`src/rtl/tdm_pkg.sv`:
```
// Shared types and default geometry for the TDM demultiplexer.
// The default lane count and width are picked up by tdm_demux.
package tdm_pkg;

  typedef enum logic {
    HUNT   = 1'b0,
    LOCKED = 1'b1
  } state_t;

  localparam int DEF_LANES = 8;
  localparam int DEF_W     = 4;

endpackage

```
`src/rtl/onehot_decoder.sv`:
```
// Binary-to-one-hot decoder with an enable.
// When the enable is low the output is all-zero.
module onehot_decoder #(
  parameter int N = 8
) (
  input  logic [$clog2(N)-1:0] i_bin,
  input  logic                 i_en,
  output logic [N-1:0]         o_onehot
);

  always_comb begin
    // NOTE: assign a default first so that every path drives the output and no latch is inferred.
    o_onehot = '0;
    if (i_en) o_onehot[i_bin] = 1'b1;
  end

endmodule

```
`src/rtl/tdm_demux.sv`:
```
// Serial TDM beats are collected into a staging frame, which is published atomically to lane_q.
// The framer hunts for sync and then tracks the slot position, recovering from framing violations.
module tdm_demux
  import tdm_pkg::*;
#(
  parameter int LANES = DEF_LANES,
  parameter int W     = DEF_W
) (
  input  logic               clk,
  input  logic               rst,
  input  logic [W-1:0]       din,
  input  logic               din_vld,
  input  logic               sync,
  output logic [LANES*W-1:0] lane_q,
  output logic [LANES-1:0]   slot_onehot,
  output logic               frame_done,
  output logic               sync_err,
  output logic               locked
);

  localparam int              SW        = $clog2(LANES);
  localparam logic [SW-1:0]   LAST_SLOT = SW'(LANES - 1);

  state_t                   r_state, w_state_nxt;
  logic [SW-1:0]            r_slot, w_slot_nxt;
  logic [LANES-1:0][W-1:0]  r_staging, w_staging_nxt;
  logic [LANES-1:0][W-1:0]  r_lane_q;
  logic                     r_frame_done, w_frame_done_nxt;
  logic                     r_sync_err, w_sync_err_nxt;
  logic                     r_locked;

  always_comb begin
    w_state_nxt      = r_state;
    w_slot_nxt       = r_slot;
    w_staging_nxt    = r_staging;
    w_frame_done_nxt = 1'b0;
    w_sync_err_nxt   = 1'b0;
    if (din_vld) begin
      case (r_state)
        HUNT: begin
          if (sync) begin
            w_staging_nxt[0] = din;
            w_slot_nxt       = SW'(1);
            w_state_nxt      = LOCKED;
          end
        end
        LOCKED: begin
          if (sync) begin
            // A sync beat always starts a new frame; it is only an error when it cuts one short.
            w_staging_nxt[0] = din;
            w_slot_nxt       = SW'(1);
            w_sync_err_nxt   = (r_slot != '0);
          end else if (r_slot == '0) begin
            w_sync_err_nxt   = 1'b1;
            w_state_nxt      = HUNT;
          end else begin
            w_staging_nxt[r_slot] = din;
            if (r_slot == LAST_SLOT) begin
              w_slot_nxt       = '0;
              w_frame_done_nxt = 1'b1;
            end else begin
              w_slot_nxt = r_slot + SW'(1);
            end
          end
        end
      endcase
    end
  end

  // NOTE: sequential state uses non-blocking assignments so that every register samples pre-edge values.
  always_ff @(posedge clk or posedge rst) begin
    if (rst) begin
      r_state      <= HUNT;
      r_slot       <= '0;
      // NOTE: the staging frame is cleared on reset so that no stale lane can ever be published.
      r_staging    <= '0;
      r_lane_q     <= '0;
      r_frame_done <= 1'b0;
      r_sync_err   <= 1'b0;
      r_locked     <= 1'b0;
    end else begin
      r_state      <= w_state_nxt;
      r_slot       <= w_slot_nxt;
      r_staging    <= w_staging_nxt;
      if (w_frame_done_nxt) r_lane_q <= w_staging_nxt;
      r_frame_done <= w_frame_done_nxt;
      r_sync_err   <= w_sync_err_nxt;
      r_locked     <= (w_state_nxt == LOCKED);
    end
  end

  onehot_decoder #(
    .N (LANES)
  ) u_slot_dec (
    .i_bin    (r_slot),
    .i_en     (r_locked),
    .o_onehot (slot_onehot)
  );

  assign lane_q     = r_lane_q;
  assign frame_done = r_frame_done;
  assign sync_err   = r_sync_err;
  assign locked     = r_locked;

endmodule

```
`config.mk`:
```
export PLATFORM = sky130hd
export DESIGN_NAME = tdm_demux
export DESIGN_NICKNAME = d
export VERILOG_FILES = /design/src/rtl/tdm_pkg.sv /design/src/rtl/onehot_decoder.sv /design/src/rtl/tdm_demux.sv
export SDC_FILE = /design/constraint.sdc
export NUM_CORES = 1
export LEC_CHECK = 0
export ABC_AREA = 1
export BUFFER_PORTS_ARGS = -buffer_cell sky130_fd_sc_hd__buf_2
export CAP_MARGIN = 20
export CORE_MARGIN = 2
export CORE_UTILIZATION = 45
export CTS_BUF_LIST = sky130_fd_sc_hd__clkbuf_4 sky130_fd_sc_hd__clkbuf_8 sky130_fd_sc_hd__clkbuf_16
export DETAILED_ROUTE_END_ITERATION = 8
export HOLD_SLACK_MARGIN = 0.15
export PLACE_DENSITY_LB_ADDON = 0.25
export SYNTH_ARGS = -nofsm -noshare
export SYNTH_HDL_FRONTEND = slang
export SYNTH_HIERARCHICAL = 1
export SYNTH_SLANG_ARGS = --single-unit
```
`constraint.sdc`:
```
create_clock -name clk -period 2.5 [get_ports clk]
set_input_delay 0 -clock clk [delete_from_list [all_inputs] [get_ports clk]]
set_output_delay 0 -clock clk [all_outputs]
set_load 0.005 [all_outputs]
```
==> impl_metrics.ini <==
[timing]
rsz0062_at_grt = no
tightestPinTransition_ps = 750
slew_headroom_pct = 49.9
finalCriticalPeriod_ps = 1910
setup_violations = 0
final-max-slew-violation-count = 0
skew_ps = 7.11
setup_tns_ps = 0
setup_ws_ps = 591
period_share_pct = 76.4
fmax_mhz = 524
hold_slack_ps = 183
hold_viol = 0

[detailed_routing]
wl_per_cell_um = 13.4
dr.first_iter.drc_count = 176
drcViolationCount = 0
ant_nets = 0
drt_first_pass_iters = 4
wirelength_um = 6830
via_count = 2508
vias_per_cell = 4.93

[worst_setup_path]
r2r-start = r_slot[1]$_DFFE_PP0P_
r2r_slack_ps = 590
crit_family = buffers and inverters
worst_ep_required_time_ps = 2790
arrival_ps = 2200
cp_num_buf_inv = 2
path_class = reg2reg
cp_max_fo = 33
slowest_delay_ps = 510
r2r-end = lane_q[19]$_DFFE_PP0P_
cp-end-kind = register
ff2ff_path_depth = 7
crit_path_start_kind = register
critPathSlowestCell = dfrtp_1
path_cells = inv_1 -> ha_1 -> nand2_4 -> nand4_2 -> inv_2 -> nand3_1 -> nand2_1

[clock_tree]
clock_latency_ps = 350
hold_buffers = 6
path_clk_slew_ps = 80
post_cts_resized = 0
ctsRootBufferMaster = clkbuf_8
htreeDepth = 3
post_cts_buffers = 0
cts_sinks = 70
clock_path_buffers = 2
tritoncts = yes
cts_made_buffers = 9

[logic_synthesis]
syn-num-nets = 375
synth_cells = 363
ys_seq_elements = 70
syn_avg_cell_area_um2 = 8.58
ys_warn_count = 6
synth.distinct_cells = 22
syn_area_um2 = 3110
ys_seq_area_share_pct = 56.3

[global_routing]
grt_usage_pct = 19.7
grt_pass1_vias = 2474
grt_max_degree = 38
antenna_found_initial = 0
grt.overflow.total = 0
grt_pass1_wl_um = 11600

[hold_path]
whs_path_depth = 4
worstHoldStart = sync
min_to = sync_err$_DFF_PP0_
hold_class = in2reg

[die]
die_area_um2 = 7600
core_area_um2 = 6760
io_pins = 51
initial_core_util_pct = 46.1
die_h_um = 87.2
rows = 30
die_w_um = 87.2

[power]
peakVddDrop_mv = 0.488
leakagePower_nw = 2.08
power_per_cell_area_nw_per_um2 = 1050

[cells_and_area]
fin_util_pct = 55.0
nets = 437
diodes = 0
layout-drive-gt1-share_pct = 18.4
fin_area_um2 = 3720
syn2layout_area_growth_pct = 19.4

[job]
cap_violations = 0

[place]
placed_cell_area_um2 = 3450
port_buffers = 50
dp_hpwl_um = 4470
place_congestion = 0.836
place_ws_ps = 609

[run_status]
outcome = finished clean
tightest hold or removal path: stages:
cell	delay (ps)
buf_2	110
inv_2	160
ha_1	170
nor2_1	50
sequential cells by signal (all words and copies together), names as in the netlist:
name / count
lane_q: 32
r_staging: 32
r_slot: 3
frame_done: 1
locked: 1
sync_err: 1
stage by stage:
step / cells / power, mW
4_1_cts: 509 / 3.94
2_1_floorplan: 363 / 2.51
3_3_place_gp: 488 / 2.89
6_report: 509 / 3.92
3_5_place_dp: 488 / 2.93
5_1_grt: 509 / 4.21
cell usage after synthesis, drive strengths merged:
cell type / instances / share of area (%)
a21oi: 1 / 0.28
nand3b: 4 / 0.96
nand3: 48 / 7.9
o21ai: 13 / 2.1
dfrtp: 70 / 56
nor2: 17 / 2.4
ha: 4 / 1.6
buf: 4 / 1.1
a22o: 1 / 0.28
clkbuf: 3 / 0.36
and2: 24 / 4.8
nand2: 125 / 15
inv: 42 / 5.1
nand4: 7 / 1.6
layout make-up:
cell class	instances	area, µm²
clock inverters	6	86.3
clock buffers	9	124
inverters	42	158
multi-input cells	244	1160
fillers	641	3040
flip-flops and latches	70	1750
repair buffers	58	338
well taps	80	100
worst max path at each step:
stage / slack [ps] / to / depth (start not counted) / from
detailed placement: 610 / lane_q[17]$_DFFE_PP0P_ / 7 / r_slot[1]$_DFFE_PP0P_
global route: 430 / lane_q[17]$_DFFE_PP0P_ / 7 / r_slot[1]$_DFFE_PP0P_
global placement: 670 / lane_q[19]$_DFFE_PP0P_ / 7 / r_slot[1]$_DFFE_PP0P_
floorplan: 730 / frame_done$_DFF_PP0_ / 1 / rst
finish: 590 / lane_q[19]$_DFFE_PP0P_ / 7 / r_slot[1]$_DFFE_PP0P_
CTS: 580 / lane_q[17]$_DFFE_PP0P_ / 7 / r_slot[1]$_DFFE_PP0P_
layer usage:
| metal | up-vias | global-route usage, % | share of wire [%] |
|---|---|---|---|
| met5 | - | 0 | 0 |
| met4 | 0 | 8.39 | 1.8 |
| met3 | 12 | 3.51 | 3.7 |
| met2 | 55 | 30.9 | 47 |
| met1 | 1177 | 27.2 | 48 |
| li1 | 1264 | - | - |
cells by family (layout without fill, tap and decap cells):
| family | Yosys count | in the layout | share of synthesized area (%) |
|---|---|---|---|
| buffers and inverters | 49 | 115 | 6.51 |
| adder cells (fa/ha/maj) | 4 | 4 | 1.61 |
| AO/OA/AOI/OAI | 15 | 15 | 2.65 |
| AND/OR/NAND/NOR | 225 | 225 | 33.0 |
| flip-flops | 70 | 70 | 56.3 |
where the power goes:
part | internal, mW | total, mW | leakage [nW] | switching (mW)
clock | 0.556 | 0.993 | 0.105 | 0.437
combinational | 0.504 | 1.21 | 1.12 | 0.709
sequential | 1.51 | 1.71 | 0.855 | 0.195
total | 2.57 | 3.92 | 2.08 | 1.34
cell usage in the layout (no fill, tap or decap), drive strengths merged:
cell and instances:
clkbuf 9, bufinv 2, and2 24, clkinv 2, nand3b 4, nand4 7, o21ai 13, ha 4
buf 52, dfrtp 70, nand3 48, nor2 17, dlygate4sd3 6, inv 43, a21oi 1, a22o 1
nand2 125, clkinvlp 1
Power figures use the tool's default switching activity.
